File: src/rtl/mem_link_arbiter.sv
// mem_link_arbiter: round-robin arbiter that packs per-port memory requests
// into byte-serial link packets and returns in-order read responses to the
// port that issued each read.
module mem_link_arbiter #(
  parameter int PORT_COUNT      = 4,
  parameter int DATA_WIDTH_BYTE = 4,
  parameter int ADDR_WIDTH_BYTE = 4,
  parameter int OUTSTANDING     = 4,
  localparam int DATA_WIDTH     = 8 * DATA_WIDTH_BYTE,
  localparam int ADDR_WIDTH     = 8 * ADDR_WIDTH_BYTE,
  localparam int MASK_BYTE      = (DATA_WIDTH_BYTE + 7) / 8,
  localparam int SEND_BYTE      = 1 + MASK_BYTE + ADDR_WIDTH_BYTE + DATA_WIDTH_BYTE,
  localparam int SEND_W         = 8 * SEND_BYTE,
  localparam int LEN_W          = $clog2(SEND_BYTE + 1)
) (
  input  logic                               CLK,
  input  logic                               RST,
  output logic                               send_flag,
  output logic [SEND_W-1:0]                  send_data,
  output logic [LEN_W-1:0]                   send_length,
  input  logic                               sendable,
  output logic                               recv_flag,
  input  logic [SEND_W-1:0]                  recv_data,
  input  logic [LEN_W-1:0]                   recv_length,
  input  logic                               receivable,
  input  logic [2*PORT_COUNT-1:0]            rw_flag_,
  input  logic [ADDR_WIDTH*PORT_COUNT-1:0]   addr_,
  input  logic [DATA_WIDTH*PORT_COUNT-1:0]   write_data_,
  input  logic [DATA_WIDTH_BYTE*PORT_COUNT-1:0] write_mask_,
  output logic [DATA_WIDTH*PORT_COUNT-1:0]   read_data_,
  output logic [PORT_COUNT-1:0]              busy,
  output logic [PORT_COUNT-1:0]              done,
  output logic [PORT_COUNT-1:0]              err
);

  localparam int D  = DATA_WIDTH_BYTE;
  localparam int A  = ADDR_WIDTH_BYTE;
  localparam int PW = $clog2(PORT_COUNT);
  localparam int QW = (OUTSTANDING > 1) ? $clog2(OUTSTANDING) : 1;
  localparam int CW = $clog2(OUTSTANDING + 1);

  logic [PORT_COUNT-1:0] pend_vld;
  logic [PORT_COUNT-1:0] pend_wr;
  logic [ADDR_WIDTH-1:0] pend_addr [PORT_COUNT];
  logic [DATA_WIDTH-1:0] pend_data [PORT_COUNT];
  logic [D-1:0]          pend_mask [PORT_COUNT];
  logic [PW-1:0]         rr_ptr;
  logic [PW-1:0]         fifo_mem  [OUTSTANDING];
  logic [QW-1:0]         head;
  logic [QW-1:0]         tail;
  logic [CW-1:0]         count;

  logic [PORT_COUNT-1:0] cap;
  logic                  gnt_vld;
  logic [PW-1:0]         gnt;
  logic [PW:0]           idx;
  logic                  fifo_full;
  logic                  issue;
  logic                  push;
  logic                  resp;
  logic                  pop;
  logic [PW-1:0]         hp;
  logic                  unused_recv;

  // Only the data field of a response is consumed.
  assign unused_recv = ^recv_data[SEND_W-1:DATA_WIDTH];

  function automatic logic [SEND_W-1:0] build_pkt(input logic wr,
                                                  input logic [ADDR_WIDTH-1:0] a,
                                                  input logic [DATA_WIDTH-1:0] d,
                                                  input logic [D-1:0] m);
    logic [SEND_W-1:0]      pkt;
    logic [8*MASK_BYTE-1:0] mz;
    mz        = '0;
    mz[D-1:0] = m;
    pkt       = '0;
    if (wr) pkt = {8'h01, mz, a, d};
    else    pkt[8*(1+A)-1:0] = {8'h00, a};
    return pkt;
  endfunction

  function automatic logic [QW-1:0] q_inc(input logic [QW-1:0] p);
    return (p == QW'(OUTSTANDING - 1)) ? '0 : p + 1'b1;
  endfunction

  assign fifo_full = (count == CW'(OUTSTANDING));
  assign issue     = sendable && !send_flag && gnt_vld;
  assign push      = issue && !pend_wr[gnt];
  assign resp      = receivable && !recv_flag;
  assign pop       = resp && (count != '0);
  assign hp        = fifo_mem[head];

  // Idle ports latch a new read or write request.
  always_comb begin
    for (int p = 0; p < PORT_COUNT; p++)
      cap[p] = !busy[p] && (rw_flag_[2*p +: 2] == 2'd1 || rw_flag_[2*p +: 2] == 2'd2);
  end

  // Round-robin search from rr_ptr; reads are skipped while the FIFO is full.
  always_comb begin
    gnt_vld = 1'b0;
    gnt     = '0;
    idx     = '0;
    for (int i = 0; i < PORT_COUNT; i++) begin
      idx = {1'b0, rr_ptr} + (PW+1)'(i);
      if (idx >= (PW+1)'(PORT_COUNT)) idx = idx - (PW+1)'(PORT_COUNT);
      if (!gnt_vld && pend_vld[idx[PW-1:0]] && (pend_wr[idx[PW-1:0]] || !fifo_full)) begin
        gnt_vld = 1'b1;
        gnt     = idx[PW-1:0];
      end
    end
  end

  // Control state: request bookkeeping, packet issue, response routing.
  always_ff @(posedge CLK or posedge RST) begin
    if (RST) begin
      send_flag   <= 1'b0;
      send_data   <= '0;
      send_length <= '0;
      recv_flag   <= 1'b0;
      read_data_  <= '0;
      busy        <= '0;
      done        <= '0;
      err         <= '0;
      pend_vld    <= '0;
      pend_wr     <= '0;
      rr_ptr      <= '0;
      head        <= '0;
      tail        <= '0;
      count       <= '0;
    end else begin
      send_flag <= issue;
      recv_flag <= resp;
      done      <= '0;
      err       <= '0;
      for (int p = 0; p < PORT_COUNT; p++) begin
        if (cap[p]) begin
          pend_vld[p] <= 1'b1;
          pend_wr[p]  <= (rw_flag_[2*p +: 2] == 2'd2);
          busy[p]     <= 1'b1;
        end
      end
      if (issue) begin
        pend_vld[gnt] <= 1'b0;
        rr_ptr        <= (gnt == PW'(PORT_COUNT - 1)) ? '0 : gnt + 1'b1;
        send_data     <= build_pkt(pend_wr[gnt], pend_addr[gnt], pend_data[gnt], pend_mask[gnt]);
        send_length   <= pend_wr[gnt] ? LEN_W'(SEND_BYTE) : LEN_W'(1 + A);
        if (pend_wr[gnt]) begin
          done[gnt] <= 1'b1;
          busy[gnt] <= 1'b0;
        end
      end
      if (push) tail <= q_inc(tail);
      if (pop) begin
        head     <= q_inc(head);
        done[hp] <= 1'b1;
        busy[hp] <= 1'b0;
        if (recv_length == LEN_W'(D)) begin
          read_data_[int'(hp)*DATA_WIDTH +: DATA_WIDTH] <= recv_data[DATA_WIDTH-1:0];
        end else begin
          read_data_[int'(hp)*DATA_WIDTH +: DATA_WIDTH] <= '0;
          err[hp] <= 1'b1;
        end
      end
      count <= count + CW'(push) - CW'(pop);
    end
  end

  // Request payloads and in-flight port tags; qualified by control state.
  always_ff @(posedge CLK) begin
    for (int p = 0; p < PORT_COUNT; p++) begin
      if (cap[p]) begin
        pend_addr[p] <= addr_[p*ADDR_WIDTH +: ADDR_WIDTH];
        pend_data[p] <= write_data_[p*DATA_WIDTH +: DATA_WIDTH];
        pend_mask[p] <= write_mask_[p*D +: D];
      end
    end
    if (push) fifo_mem[tail] <= gnt;
  end

endmodule
File: config.mk
export PLATFORM = sky130hd
export DESIGN_NAME = mem_link_arbiter
export DESIGN_NICKNAME = d
export VERILOG_FILES = /design/src/rtl/mem_link_arbiter.sv
export SDC_FILE = /design/constraint.sdc
export NUM_CORES = 1
export LEC_CHECK = 0
export ABC_AREA = 0
export ABC_CLOCK_PERIOD_IN_PS = 9800
export BUFFER_PORTS_ARGS = -buffer_cell sky130_fd_sc_hd__buf_4
export CORE_AREA = 2 2 234 236
export DETAILED_ROUTE_END_ITERATION = 16
export DIE_AREA = 0 0 236 238
export SYNTH_ARGS = -nofsm -noshare
export SYNTH_HDL_FRONTEND = slang
export SYNTH_SLANG_ARGS = --single-unit
File: constraint.sdc
create_clock -name CLK -period 9.8 [get_ports CLK]
set_input_delay 2.94 -clock CLK [delete_from_list [all_inputs] [get_ports CLK]]
set_output_delay 2.94 -clock CLK [all_outputs]
set_load 0.05 [all_outputs]
==> metrics.txt, run 1 <==
# TYPE chip_impl_metric gauge
chip_impl_metric{name="critical_path_data_required_time",unit="ns"} 10.12
chip_impl_metric{name="final_setup_violation_count",unit=""} 0
chip_impl_metric{name="drv_slew",unit=""} 0
chip_impl_metric{name="rrSetupSlack",unit="ns"} 4.28
chip_impl_info{name="setup.worst_path.start",value="pend_wr[2]$_DFFE_PP0P_"} 1
chip_impl_metric{name="finalPower",unit="mW"} 9.46
chip_impl_metric{name="final_min_period_over_clock_period",unit="%"} 56.4
chip_impl_metric{name="io_buffers",unit=""} 534
chip_impl_info{name="holdCritPathClass",value="reg2reg"} 1
chip_impl_info{name="rsz0062_at_grt",value="false"} 1
chip_impl_info{name="crit_chain",value="buf_4 > or4b_1 > a22o_2 > buf_4 > o211a_4 > inv_4 > a2111oi_4 > buf_4 > or2_1 > and3_1"} 1
chip_impl_metric{name="reg2reg_depth",unit=""} 10
chip_impl_metric{name="fmax",unit="MHz"} 181
chip_impl_metric{name="fin_util",unit="%"} 51.4
chip_impl_metric{name="drt_iter0_drc",unit=""} 1127
chip_impl_metric{name="ys_async_sr_fraction",unit="%"} 45.0
chip_impl_metric{name="routed_wire_length",unit="um"} 71000
chip_impl_metric{name="gp_congestion",unit=""} 0.828
chip_impl_metric{name="yosys_top_cell_area_share",unit="%"} 40.1
chip_impl_info{name="critPathCapture",value="fifo_mem[0][0]$_DFFE_PP_"} 1
chip_impl_metric{name="finalWorstSetupSlack",unit="ns"} 4.28
chip_impl_info{name="terminus_of_the_critical_flop_to_flop_path",value="fifo_mem[0][0]$_DFFE_PP_"} 1
chip_impl_metric{name="worst-path-max-fanout",unit=""} 48
chip_impl_metric{name="synthCells",unit=""} 1533
chip_impl_metric{name="core_region_area",unit="um^2"} 53500
chip_impl_metric{name="proportion_of_synthesized_chip_area_in_sequential_cells",unit="%"} 67.4
chip_impl_metric{name="route.vias.total",unit=""} 15500
chip_impl_metric{name="synthesis.yosys.warnings",unit=""} 0
chip_impl_metric{name="grt.total_usage",unit="%"} 24.9
chip_impl_metric{name="yosys.cell_types.count",unit=""} 52
chip_impl_metric{name="clock_path_buffers",unit=""} 3
chip_impl_metric{name="worstPathArrival",unit="ns"} 5.84
chip_impl_info{name="synth_area_leader_cell",value="sky130_fd_sc_hd__edfxtp_1"} 1
chip_impl_metric{name="routed_wire_length_per_instance",unit="um"} 25.7
chip_impl_metric{name="slew-limit-headroom",unit="%"} 19.5
chip_impl_metric{name="worstPathBufferInverterCount",unit=""} 4
chip_impl_metric{name="h_tree_depth",unit=""} 2
chip_impl_metric{name="routed_via_density",unit=""} 5.59
chip_impl_metric{name="drv_cap",unit=""} 0
chip_impl_metric{name="die_footprint",unit="um^2"} 56200
chip_impl_info{name="synth.most_common_cell",value="sky130_fd_sc_hd__edfxtp_1"} 1
chip_impl_metric{name="clk-insertion-delay-late",unit="ns"} 0.61
chip_impl_info{name="main_synth_ff_type",value="sky130_fd_sc_hd__edfxtp_1"} 1
chip_impl_metric{name="p_leak",unit="nW"} 12.2
chip_impl_metric{name="clkSinkCount",unit=""} 509
chip_impl_metric{name="drc",unit=""} 0
chip_impl_metric{name="layout_min_cycle_time",unit="ns"} 5.52
chip_impl_info{name="post_synth_main_area_contributors",value="sky130_fd_sc_hd__edfxtp_1 40%, sky130_fd_sc_hd__dfrtp_1 27%, sky130_fd_sc_hd__a22o_1 5.4%"} 1
chip_impl_metric{name="fin_worst_skew",unit="ns"} 0.0258
chip_impl_info{name="critical_path.startpoint_type",value="flop"} 1
chip_impl_metric{name="floorplan.die.width",unit="um"} 236
chip_impl_metric{name="antenna_found_initial",unit=""} 6
chip_impl_info{name="cts-root-buf",value="sky130_fd_sc_hd__clkbuf_16"} 1
chip_impl_metric{name="synthesis.area_per_instance",unit="um^2"} 13.7
chip_impl_metric{name="yosys_register_bits",unit=""} 509
chip_impl_metric{name="place_worst_setup_slack",unit="ns"} 4.31
chip_impl_metric{name="timing_worst_slew_pin_value",unit="ns"} 1.21
chip_impl_metric{name="syn_area",unit="um^2"} 21000
chip_impl_metric{name="power_density",unit="nW/um^2"} 344
chip_impl_metric{name="grt_pass1_vias",unit=""} 15700
chip_impl_metric{name="clkTransAtPathRegs",unit="ns"} 0.06
chip_impl_metric{name="grt_start_max_net_pins",unit=""} 141
chip_impl_metric{name="cts_made_buffers",unit=""} 54
chip_impl_metric{name="boundaryPins",unit=""} 594
chip_impl_info{name="crit_type",value="reg2reg"} 1
chip_impl_metric{name="post-cts-setup-buffers",unit=""} 0
chip_impl_info{name="synth_top_cells_by_count",value="280 x sky130_fd_sc_hd__edfxtp_1, 229 x sky130_fd_sc_hd__dfrtp_1, 166 x sky130_fd_sc_hd__nand2_1, 129 x sky130_fd_sc_hd__a22o_1, 101 x sky130_fd_sc_hd__clkbuf_1"} 1
chip_impl_metric{name="post_route_cells_drive_above_1_share",unit="%"} 33.4
chip_impl_metric{name="hold_buffers",unit=""} 0
chip_impl_info{name="cts_tree",value="yes"} 1
chip_impl_metric{name="number_of_nets_in_the_layout",unit=""} 2412
chip_impl_metric{name="postRouteAntennaNets",unit=""} 0
chip_impl_metric{name="finalHoldViolations",unit=""} 0
chip_impl_info{name="worst_r2r_startpoint",value="pend_wr[2]$_DFFE_PP0P_"} 1
chip_impl_metric{name="critical_path_cell_count",unit=""} 10
chip_impl_info{name="crit_family",value="buffers and inverters"} 1
chip_impl_info{name="critPathMostFrequentCell",value="sky130_fd_sc_hd__buf_4"} 1
chip_impl_metric{name="syn2layout_area_growth",unit="%"} 31.0
chip_impl_info{name="cp-end-kind",value="flop"} 1
chip_impl_metric{name="overflow",unit=""} 0
chip_impl_metric{name="hold_ws",unit="ns"} 0.496
chip_impl_metric{name="dieHeight",unit="um"} 238
chip_impl_metric{name="worst_path_largest_cell_delay",unit="ns"} 0.76
chip_impl_metric{name="synth_enable_flop_cells",unit=""} 280
chip_impl_metric{name="max-vdd-ir-drop",unit="mV"} 0.261
chip_impl_info{name="cpMaxStageDelayCell",value="sky130_fd_sc_hd__or2_1"} 1
chip_impl_metric{name="num_rows",unit=""} 85
chip_impl_metric{name="cts_repair_resize_count",unit=""} 0
chip_impl_metric{name="setup_total_negative_slack",unit="ns"} 0
chip_impl_metric{name="floorplan.initialDensity",unit="%"} 39.2
chip_impl_info{name="run_status",value="complete, no violations"} 1
chip_impl_metric{name="dp_hpwl",unit="um"} 47200
chip_impl_metric{name="grt_first_pass_wirelength",unit="um"} 104000
chip_impl_metric{name="dr.pass1.iters",unit=""} 5
routing by layer:
| metal | global-route usage [%] | vias to the layer above | wire length (um) |
|---|---|---|---|
| li1 | - | 6844 | - |
| met5 | 0 | - | 39 |
| met4 | 11.5 | 6 | 3190 |
| met1 | 30.1 | 7756 | 26700 |
| met2 | 41.5 | 725 | 34800 |
| met3 | 6.91 | 146 | 6290 |
report_power, final:
group          internal, mW  switching (mW)
combinational          1.35            3.25
clock                  1.17           0.862
sequential             2.65           0.177
total                  5.18            4.29
logic make-up (layout without fill, tap and decap cells):
group,count (synthesis),in the layout,share of synthesized area [%]
buffers and inverters,229,754,4.47
and+or+nand+nor,277,277,5.81
muxes,105,105,5.17
xor gates and xnor gates,2,2,0.0835
adders and majority gates,21,21,1.29
other,1,15,0.0179
AOI/OAI and AO/OA,389,389,15.8
DFF,509,509,67.4
sequential cells by signal, summed over array words and instances, names as in the netlist:
signal,cells
pend_data,128
send_length,2
pend_vld,4
recv_flag,1
head,2
send_flag,1
err,4
done,4
count,3
pend_wr,4
tail,2
fifo_mem,8
send_data,68
busy,4
read_data_,128
rr_ptr,2
pend_addr,128
pend_mask,16
how the worst min path moves through the flow:
stage / startpoint / to / slack [ns] / depth (start not counted)
after floorplan: pend_vld[2]$_DFF_PP0_ / pend_vld[2]$_DFF_PP0_ / 0.50 / 1
after global placement: send_data[64]$_DFFE_PP0N_ / send_data[64]$_DFFE_PP0N_ / 0.47 / 2
after detailed placement: send_data[64]$_DFFE_PP0N_ / send_data[64]$_DFFE_PP0N_ / 0.47 / 2
after CTS: send_data[64]$_DFFE_PP0N_ / send_data[64]$_DFFE_PP0N_ / 0.49 / 2
after global routing: read_data_[17]$_DFFE_PP0P_ / read_data_[17]$_DFFE_PP0P_ / 0.52 / 1
final: send_data[64]$_DFFE_PP0N_ / send_data[64]$_DFFE_PP0N_ / 0.50 / 2
final cells by class:
cell class / count / area [um^2]
tap: 696 / 871
antenna: 4 / 10.0
fill: 4611 / 26000
multi-input combinational: 805 / 6090
sequential: 509 / 14100
clock inverter: 20 / 150
clock buffer: 81 / 1630
inverter: 85 / 332
timing repair buffer: 568 / 4260
per-stage QoR:
stage,std cells,cell area [um^2]
floorplan,1543,21000
global placement,2663,25700
finish,2768,27500
CTS,2764,27500
global route,2766,27500
detailed placement,2663,25700
worst register-to-register path, stage by stage, from the launching register on:
cell and delay (ns):
sky130_fd_sc_hd__dfrtp_1 0.32, sky130_fd_sc_hd__buf_4 0.44, sky130_fd_sc_hd__or4b_1 0.26, sky130_fd_sc_hd__a22o_2 0.49, sky130_fd_sc_hd__buf_4 0.63, sky130_fd_sc_hd__o211a_4 0.74, sky130_fd_sc_hd__inv_4 0.28, sky130_fd_sc_hd__a2111oi_4 0.44
sky130_fd_sc_hd__buf_4 0.51, sky130_fd_sc_hd__or2_1 0.81, sky130_fd_sc_hd__and3_1 0.33
placed cells by master, fill, tap and decap left out, types with 3 or more instances in the layout:
cell,instances
sky130_fd_sc_hd__clkinv_2,10
sky130_fd_sc_hd__or4b_1,4
sky130_fd_sc_hd__diode_2,4
sky130_fd_sc_hd__inv_4,4
sky130_fd_sc_hd__o211ai_1,33
sky130_fd_sc_hd__inv_1,82
sky130_fd_sc_hd__mux2_2,7
sky130_fd_sc_hd__clkbuf_8,11
sky130_fd_sc_hd__nor2_1,41
sky130_fd_sc_hd__o21ai_0,8
sky130_fd_sc_hd__a41o_1,32
sky130_fd_sc_hd__clkbuf_16,57
sky130_fd_sc_hd__o21a_1,3
sky130_fd_sc_hd__o41ai_1,4
sky130_fd_sc_hd__and2_1,34
sky130_fd_sc_hd__nand2_1,165
sky130_fd_sc_hd__a31oi_1,32
sky130_fd_sc_hd__edfxtp_1,280
sky130_fd_sc_hd__nor2_4,6
sky130_fd_sc_hd__o221a_2,3
sky130_fd_sc_hd__clkbuf_1,13
sky130_fd_sc_hd__o221ai_1,32
sky130_fd_sc_hd__a22o_1,128
sky130_fd_sc_hd__mux2i_1,96
sky130_fd_sc_hd__ha_1,20
sky130_fd_sc_hd__dfrtp_1,229
sky130_fd_sc_hd__buf_4,568
sky130_fd_sc_hd__conb_1,11
sky130_fd_sc_hd__and3_1,12
sky130_fd_sc_hd__o2111ai_1,97
Note: power is estimated with default switching activity, not from simulation.
==> run 2, diff against run 1 <==
--- a/config.mk
+++ b/config.mk
@@ -6,11 +6,12 @@
 export NUM_CORES = 1
 export LEC_CHECK = 0
 export ABC_AREA = 0
-export ABC_CLOCK_PERIOD_IN_PS = 9800
+export ABC_CLOCK_PERIOD_IN_PS = 4400
 export BUFFER_PORTS_ARGS = -buffer_cell sky130_fd_sc_hd__buf_4
 export CORE_AREA = 2 2 234 236
 export DETAILED_ROUTE_END_ITERATION = 16
 export DIE_AREA = 0 0 236 238
+export PLACE_DENSITY = 0.65
 export SYNTH_ARGS = -nofsm -noshare
 export SYNTH_HDL_FRONTEND = slang
 export SYNTH_SLANG_ARGS = --single-unit
==> constraint.sdc (replaced) <==
create_clock -name CLK -period 4.4 [get_ports CLK]
set_input_delay 1.32 -clock CLK [delete_from_list [all_inputs] [get_ports CLK]]
set_output_delay 1.32 -clock CLK [all_outputs]
set_load 0.05 [all_outputs]
==> run 2 against run 1 <==
Net effect: maximum frequency up 42%; routed wire length down 1.1%; design area up 0.70%; non-clock buffer count up 7; sequential power up 120%; final cell count up 0.33%; via count down 0.26%; sequential cell count unchanged; critical path type unchanged.
==> metrics.txt, run 2 (synthesized netlist as in run 1, its figures left out) <==
# TYPE chip_impl_metric gauge
chip_impl_metric{name="rrSetupSlack",unit="ns"} 0.51
chip_impl_metric{name="route.vias.total",unit=""} 15400
chip_impl_metric{name="clock_path_buffers",unit=""} 3
chip_impl_info{name="cpMaxStageDelayCell",value="sky130_fd_sc_hd__nor2_4"} 1
chip_impl_metric{name="timing_worst_slew_pin_value",unit="ns"} 1.17
chip_impl_metric{name="drv_slew",unit=""} 0
chip_impl_metric{name="dr.pass1.iters",unit=""} 5
chip_impl_metric{name="drv_cap",unit=""} 0
chip_impl_metric{name="floorplan.die.width",unit="um"} 236
chip_impl_metric{name="routed_via_density",unit=""} 5.56
chip_impl_metric{name="grtUsageMet2",unit="%"} 42.2
chip_impl_metric{name="floorplan.initialDensity",unit="%"} 39.2
chip_impl_metric{name="boundaryPins",unit=""} 594
chip_impl_metric{name="num_rows",unit=""} 85
chip_impl_info{name="cp-end-kind",value="flop"} 1
chip_impl_metric{name="dp_hpwl",unit="um"} 48100
chip_impl_metric{name="post_route_cells_drive_above_1_share",unit="%"} 33.5
chip_impl_metric{name="clkTransAtPathRegs",unit="ns"} 0.06
chip_impl_metric{name="antenna_found_initial",unit=""} 8
chip_impl_metric{name="final_setup_violation_count",unit=""} 0
chip_impl_metric{name="max-vdd-ir-drop",unit="mV"} 0.697
chip_impl_metric{name="fraction_of_met3_tracks_used_by_global_routing",unit="%"} 6.93
chip_impl_metric{name="fin_worst_skew",unit="ns"} 0.0241
chip_impl_metric{name="grt_pass1_vias",unit=""} 15900
chip_impl_metric{name="routed_wire_length_per_instance",unit="um"} 25.3
chip_impl_info{name="critPathMostFrequentCell",value="sky130_fd_sc_hd__buf_4"} 1
chip_impl_info{name="rsz0062_at_grt",value="false"} 1
chip_impl_metric{name="setup_total_negative_slack",unit="ns"} 0
chip_impl_metric{name="critical_path_data_required_time",unit="ns"} 4.83
chip_impl_metric{name="hold_buffers",unit=""} 0
chip_impl_metric{name="gp_congestion",unit=""} 0.869
chip_impl_metric{name="final_min_period_over_clock_period",unit="%"} 88.5
chip_impl_metric{name="grt_start_max_net_pins",unit=""} 139
chip_impl_metric{name="hold_ws",unit="ns"} 0.490
chip_impl_metric{name="number_of_nets_in_the_layout",unit=""} 2419
chip_impl_info{name="commonest_non_fill_non_tap_cell_in_the_layout",value="sky130_fd_sc_hd__buf_4"} 1
chip_impl_metric{name="worst_path_largest_cell_delay",unit="ns"} 0.81
chip_impl_metric{name="slew-limit-headroom",unit="%"} 21.6
chip_impl_metric{name="drt_iter0_drc",unit=""} 1182
chip_impl_metric{name="post-cts-setup-buffers",unit=""} 0
chip_impl_metric{name="worst-path-max-fanout",unit=""} 39
chip_impl_metric{name="die_footprint",unit="um^2"} 56200
chip_impl_metric{name="final.fill_count",unit=""} 4583
chip_impl_info{name="largestRegisters",value="pend_addr (128), pend_data (128), read_data_ (128)"} 1
chip_impl_metric{name="drc",unit=""} 0
chip_impl_info{name="cts-root-buf",value="sky130_fd_sc_hd__clkbuf_16"} 1
chip_impl_info{name="cts_tree",value="yes"} 1
chip_impl_metric{name="cts_made_buffers",unit=""} 54
chip_impl_metric{name="timing.hold.worst_path_depth",unit=""} 2
chip_impl_metric{name="io_buffers",unit=""} 534
chip_impl_metric{name="grt_first_pass_wirelength",unit="um"} 103000
chip_impl_metric{name="fmax",unit="MHz"} 257
chip_impl_metric{name="p_leak",unit="nW"} 12.2
chip_impl_metric{name="register_area",unit="um^2"} 14100
chip_impl_metric{name="cts_repair_resize_count",unit=""} 0
chip_impl_metric{name="worstPathBufferInverterCount",unit=""} 2
chip_impl_info{name="crit_family",value="simple AND/OR/NAND/NOR gates"} 1
chip_impl_metric{name="multi_input_area",unit="um^2"} 6090
chip_impl_info{name="critPathCapture",value="busy[3]$_DFF_PP0_"} 1
chip_impl_metric{name="layout_min_cycle_time",unit="ns"} 3.89
chip_impl_info{name="run_status",value="complete, no violations"} 1
chip_impl_metric{name="h_tree_depth",unit=""} 2
chip_impl_metric{name="clkSinkCount",unit=""} 509
chip_impl_metric{name="core_region_area",unit="um^2"} 53500
chip_impl_info{name="holdCritPathClass",value="reg2reg"} 1
chip_impl_metric{name="postRouteAntennaNets",unit=""} 0
chip_impl_metric{name="clk-insertion-delay-late",unit="ns"} 0.62
chip_impl_metric{name="reg2reg_depth",unit=""} 8
chip_impl_info{name="grt-busiest-layer",value="met2"} 1
chip_impl_metric{name="syn2layout_area_growth",unit="%"} 31.9
chip_impl_metric{name="dieHeight",unit="um"} 238
chip_impl_info{name="critical_path.startpoint_type",value="flop"} 1
chip_impl_metric{name="grt.met1_usage",unit="%"} 28.7
chip_impl_info{name="crit_type",value="reg2reg"} 1
chip_impl_info{name="terminus_of_the_critical_flop_to_flop_path",value="busy[3]$_DFF_PP0_"} 1
chip_impl_metric{name="finalHoldViolations",unit=""} 0
chip_impl_metric{name="grt.total_usage",unit="%"} 24.6
chip_impl_metric{name="overflow",unit=""} 0
chip_impl_metric{name="power_density",unit="nW/um^2"} 766
chip_impl_info{name="worst_r2r_startpoint",value="count[1]$_DFF_PP0_"} 1
chip_impl_metric{name="worstPathArrival",unit="ns"} 4.32
chip_impl_metric{name="routed_wire_length",unit="um"} 70200
chip_impl_info{name="leading_cell_types_in_the_layout_fill_and_taps_excluded",value="567 x sky130_fd_sc_hd__buf_4, 280 x sky130_fd_sc_hd__edfxtp_1, 229 x sky130_fd_sc_hd__dfrtp_1"} 1
chip_impl_metric{name="critical_path_cell_count",unit=""} 8
chip_impl_info{name="setup.worst_path.start",value="count[1]$_DFF_PP0_"} 1
chip_impl_info{name="crit_chain",value="or4b_1 > a32oi_4 > buf_4 > o2111a_1 > a2111oi_4 > buf_4 > nor2_4 > a222oi_1"} 1
[run 2: cell count changes in the layout (fill, tap and decap cells not counted)]
cell / delta
sky130_fd_sc_hd__buf_12: +8
sky130_fd_sc_hd__buf_4: -1
sky130_fd_sc_hd__bufinv_16: +3
sky130_fd_sc_hd__clkbuf_16: -1
sky130_fd_sc_hd__clkbuf_8: -5
sky130_fd_sc_hd__clkinv_1: +2
sky130_fd_sc_hd__clkinvlp_4: +1
sky130_fd_sc_hd__diode_2: +2
sky130_fd_sc_hd__inv_16: +2
sky130_fd_sc_hd__inv_4: -1
sky130_fd_sc_hd__inv_8: -1
[run 2: final cells by class]
type | instances | area share (%)
Sequential cell | 509 | 51.1
Multi-Input combinational cell | 805 | 22.0
Timing Repair Buffer | 575 | 16.0
Clock buffer | 75 | 5.54
Tap cell | 696 | 3.15
Inverter | 85 | 1.18
Clock inverter | 26 | 1.02
Antenna cell | 6 | 0.0543
[run 2: per-layer routing]
| layer | vias to the layer above | wire length (um) | part of all wire, % |
|---|---|---|---|
| met2 | 764 | 34900 | 50 |
| met4 | 6 | 3050 | 4.3 |
| met1 | 7686 | 26000 | 37 |
| met5 | - | 53 | 0.075 |
| met3 | 128 | 6210 | 8.8 |
| li1 | 6853 | - | - |
[run 2: how the worst min path moves through the flow]
stage                                from                          to  slack (ns)
2_1_floorplan       pend_vld[2]$_DFF_PP0_       pend_vld[2]$_DFF_PP0_        0.50
3_3_place_gp    send_data[64]$_DFFE_PP0N_   send_data[64]$_DFFE_PP0N_        0.47
3_5_place_dp    send_data[64]$_DFFE_PP0N_   send_data[64]$_DFFE_PP0N_        0.47
4_1_cts         send_data[64]$_DFFE_PP0N_   send_data[64]$_DFFE_PP0N_        0.49
5_1_grt        read_data_[76]$_DFFE_PP0P_  read_data_[76]$_DFFE_PP0P_        0.52
6_report        send_data[64]$_DFFE_PP0N_   send_data[64]$_DFFE_PP0N_        0.49
[run 2: stage by stage]
| step | setup slack [ns] | cell area (um^2) | std cells | power, mW | utilization (%) |
|---|---|---|---|---|---|
| after CTS | 0.549 | 27700 | 2771 | 21.4 | 51.7 |
| after detailed placement | 0.566 | 25800 | 2670 | 16.7 | 48.3 |
| after global routing | 0.322 | 27700 | 2774 | 22.1 | 51.7 |
| after global placement | 0.627 | 25800 | 2670 | 16.5 | 48.3 |
| final | 0.506 | 27700 | 2777 | 21.2 | 51.7 |
| after floorplan | 0.0860 | 21000 | 1543 | 12.9 | - |
[run 2: worst min-delay path, cell delays in order (launching register included)]
cell and delay (ns):
sky130_fd_sc_hd__dfrtp_1 0.34, sky130_fd_sc_hd__nand2_1 0.06, sky130_fd_sc_hd__o41ai_1 0.06
[run 2: report_power, final]
group | total [mW] | switching, mW | internal [mW]
clock network | 4.64 | 1.95 | 2.69
registers | 6.33 | 0.431 | 5.90
logic | 10.2 | 7.12 | 3.10
total | 21.2 | 9.50 | 11.7
==> run 3, diff against run 2 <==
--- a/config.mk
+++ b/config.mk
@@ -6,12 +6,11 @@
 export NUM_CORES = 1
 export LEC_CHECK = 0
 export ABC_AREA = 0
-export ABC_CLOCK_PERIOD_IN_PS = 4400
+export ABC_CLOCK_PERIOD_IN_PS = 4700
 export BUFFER_PORTS_ARGS = -buffer_cell sky130_fd_sc_hd__buf_4
 export CORE_AREA = 2 2 234 236
 export DETAILED_ROUTE_END_ITERATION = 16
 export DIE_AREA = 0 0 236 238
-export PLACE_DENSITY = 0.65
 export SYNTH_ARGS = -nofsm -noshare
 export SYNTH_HDL_FRONTEND = slang
 export SYNTH_SLANG_ARGS = --single-unit
==> constraint.sdc (replaced) <==
create_clock -name CLK -period 4.7 [get_ports CLK]
set_input_delay 1.41 -clock CLK [delete_from_list [all_inputs] [get_ports CLK]]
set_output_delay 1.41 -clock CLK [all_outputs]
set_load 0.05 [all_outputs]
==> run 3 against run 2 <==
Net effect: non-clock buffer count is the same; die area unchanged; total power shrank 6.4%.
==> metrics.txt, run 3 (synthesized netlist as in run 1, its figures left out) <==
# TYPE chip_impl_metric gauge
chip_impl_info{name="crit_type",value="reg2reg"} 1
chip_impl_metric{name="final.fill_count",unit=""} 4619
chip_impl_metric{name="boundaryPins",unit=""} 594
chip_impl_metric{name="drv_cap",unit=""} 0
chip_impl_metric{name="drt_iter0_drc",unit=""} 1029
chip_impl_metric{name="finalHoldViolations",unit=""} 0
chip_impl_metric{name="dp_hpwl",unit="um"} 48100
chip_impl_metric{name="register_area",unit="um^2"} 14100
chip_impl_metric{name="post_route_cells_drive_above_1_share",unit="%"} 33.2
chip_impl_metric{name="floorplan.die.width",unit="um"} 236
chip_impl_metric{name="drv_slew",unit=""} 0
chip_impl_metric{name="h_tree_depth",unit=""} 2
chip_impl_info{name="rsz0062_at_grt",value="false"} 1
chip_impl_metric{name="grt.total_usage",unit="%"} 25.0
chip_impl_metric{name="routed_wire_length_per_instance",unit="um"} 25.8
chip_impl_metric{name="cts_made_buffers",unit=""} 54
chip_impl_metric{name="clkSinkCount",unit=""} 509
chip_impl_metric{name="clk-insertion-delay-late",unit="ns"} 0.62
chip_impl_metric{name="timing_worst_slew_pin_value",unit="ns"} 1.17
chip_impl_metric{name="fin_worst_skew",unit="ns"} 0.0310
chip_impl_metric{name="slew-limit-headroom",unit="%"} 22.0
chip_impl_metric{name="sequentialPowerShare",unit="%"} 29.8
chip_impl_info{name="largestRegisters",value="pend_addr (128), pend_data (128), read_data_ (128)"} 1
chip_impl_metric{name="final_min_period_over_clock_period",unit="%"} 86.9
chip_impl_metric{name="worstPathArrival",unit="ns"} 4.39
chip_impl_metric{name="worst-path-max-fanout",unit=""} 66
chip_impl_metric{name="dr.pass1.iters",unit=""} 5
chip_impl_metric{name="final-instance-count-excl-fill",unit=""} 2770
chip_impl_metric{name="power_report.internal_total",unit="mW"} 10.9
chip_impl_metric{name="num_rows",unit=""} 85
chip_impl_metric{name="clockPowerShare",unit="%"} 21.8
chip_impl_metric{name="post-cts-setup-buffers",unit=""} 0
chip_impl_metric{name="p_leak",unit="nW"} 12.2
chip_impl_metric{name="max-vdd-ir-drop",unit="mV"} 0.832
chip_impl_metric{name="grt_start_max_net_pins",unit=""} 71
chip_impl_info{name="run_status",value="complete, no violations"} 1
chip_impl_metric{name="io_buffers",unit=""} 534
chip_impl_metric{name="hold_buffers",unit=""} 0
chip_impl_metric{name="clock_path_buffers",unit=""} 3
chip_impl_metric{name="routed_via_density",unit=""} 5.56
chip_impl_metric{name="finalPower",unit="mW"} 19.8
chip_impl_metric{name="power_density",unit="nW/um^2"} 719
chip_impl_metric{name="gp_congestion",unit=""} 0.847
chip_impl_metric{name="grt_first_pass_wirelength",unit="um"} 104000
chip_impl_metric{name="die_footprint",unit="um^2"} 56200
chip_impl_info{name="cts-root-buf",value="sky130_fd_sc_hd__clkbuf_16"} 1
chip_impl_metric{name="final_setup_violation_count",unit=""} 0
chip_impl_metric{name="fmax",unit="MHz"} 245
chip_impl_metric{name="clkTransAtPathRegs",unit="ns"} 0.06
chip_impl_metric{name="number_of_nets_in_the_layout",unit=""} 2419
chip_impl_metric{name="power.switching_fraction",unit="%"} 44.9
chip_impl_metric{name="postRouteAntennaNets",unit=""} 0
chip_impl_metric{name="floorplan.initialDensity",unit="%"} 39.2
chip_impl_metric{name="layout_min_cycle_time",unit="ns"} 4.08
chip_impl_metric{name="num_antenna_cells",unit=""} 0
chip_impl_metric{name="power.combinational.fraction",unit="%"} 48.4
chip_impl_metric{name="setup_total_negative_slack",unit="ns"} 0
chip_impl_metric{name="critical_path_data_required_time",unit="ns"} 5.00
chip_impl_metric{name="place_inst",unit=""} 2670
chip_impl_metric{name="dieHeight",unit="um"} 238
chip_impl_metric{name="antenna_found_initial",unit=""} 5
chip_impl_info{name="holdCritPathClass",value="reg2reg"} 1
chip_impl_metric{name="overflow",unit=""} 0
chip_impl_metric{name="syn2layout_area_growth",unit="%"} 31.5
chip_impl_info{name="leading_cell_types_in_the_layout_fill_and_taps_excluded",value="570 x sky130_fd_sc_hd__buf_4, 280 x sky130_fd_sc_hd__edfxtp_1, 229 x sky130_fd_sc_hd__dfrtp_1"} 1
chip_impl_metric{name="p_sw",unit="mW"} 8.89
chip_impl_metric{name="route.vias.total",unit=""} 15400
chip_impl_info{name="cts_tree",value="yes"} 1
chip_impl_metric{name="core_region_area",unit="um^2"} 53500
chip_impl_metric{name="routed_wire_length",unit="um"} 71500
chip_impl_info{name="cp-end-kind",value="flop"} 1
chip_impl_info{name="critical_path.startpoint_type",value="flop"} 1
chip_impl_metric{name="cts_repair_resize_count",unit=""} 0
chip_impl_info{name="commonest_non_fill_non_tap_cell_in_the_layout",value="sky130_fd_sc_hd__buf_4"} 1
chip_impl_metric{name="drc",unit=""} 0
chip_impl_metric{name="grt_pass1_vias",unit=""} 15700
chip_impl_metric{name="multi_input_area",unit="um^2"} 6090
-- run 3: cell types whose count changed in the layout (fill, tap and decap cells not counted), sizes merged --
cell / change
diode: -6
clkbuf: +5
clkinv: -4
inv: -2
-- run 3: critical path: stages, from the launching register on --
cell and delay, ns:
sky130_fd_sc_hd__dfrtp_1 0.43, sky130_fd_sc_hd__or4b_1 0.61, sky130_fd_sc_hd__a21bo_2 0.26, sky130_fd_sc_hd__buf_4 0.34, sky130_fd_sc_hd__o2111a_1 0.38, sky130_fd_sc_hd__a2111oi_4 0.23, sky130_fd_sc_hd__buf_4 0.48, sky130_fd_sc_hd__or2_1 0.71
sky130_fd_sc_hd__and3_1 0.32
-- run 3: final timing paths --
kind,start,endpoint,slack [ns],depth (start not counted)
worst max-delay path,count[1]$_DFF_PP0_,fifo_mem[0][0]$_DFFE_PP_,0.62,8
worst min-delay path,send_data[64]$_DFFE_PP0N_,send_data[64]$_DFFE_PP0N_,0.49,2
worst max register to register,count[1]$_DFF_PP0_,fifo_mem[0][0]$_DFFE_PP_,0.62,8
worst min register to register,send_data[64]$_DFFE_PP0N_,send_data[64]$_DFFE_PP0N_,0.49,2
max in group asynchronous,RST,read_data_[68]$_DFFE_PP0P_,2.80,3
min in group asynchronous,RST,read_data_[27]$_DFFE_PP0P_,1.00,2
-- run 3: final cells by class --
| class | count | share of cell area [%] |
|---|---|---|
| flip-flops and latches | 509 | 51.2 |
| multi-input cells | 805 | 22.1 |
| repair buffers | 575 | 15.9 |
| clock buffers | 80 | 5.70 |
| clock inverters | 20 | 0.766 |
| inverters | 85 | 1.19 |
| well taps | 696 | 3.16 |
-- run 3: power by group through the flow --
stage	clock (mW)	sequential, mW	combinational [mW]
6_report	4.33	5.91	9.59
2_1_floorplan	0	7.05	5.02
5_1_grt	4.57	5.98	10.2
3_3_place_gp	0	5.96	9.55
4_1_cts	4.40	5.91	9.70
3_5_place_dp	0	5.99	9.69
-- run 3: metal layers --
layer / part of all wire, % / wire, um / GRT usage (%)
met5: 0.095 / 68 / 0
met4: 3.7 / 2640 / 9.82
met3: 8.0 / 5690 / 6.06
met2: 50 / 35600 / 43.0
met1: 39 / 27500 / 30.3
-- run 3: stage by stage --
stage | cell area, um^2 | setup WS (ns) | hold WS [ns] | util [%]
floorplan | 21000 | 0.296 | 0.500 | -
finish | 27600 | 0.616 | 0.489 | 51.6
CTS | 27600 | 0.570 | 0.499 | 51.6
detailed placement | 25800 | 0.574 | 0.478 | 48.2
global route | 27600 | 0.376 | 0.520 | 51.6
global placement | 25800 | 0.642 | 0.471 | 48.2
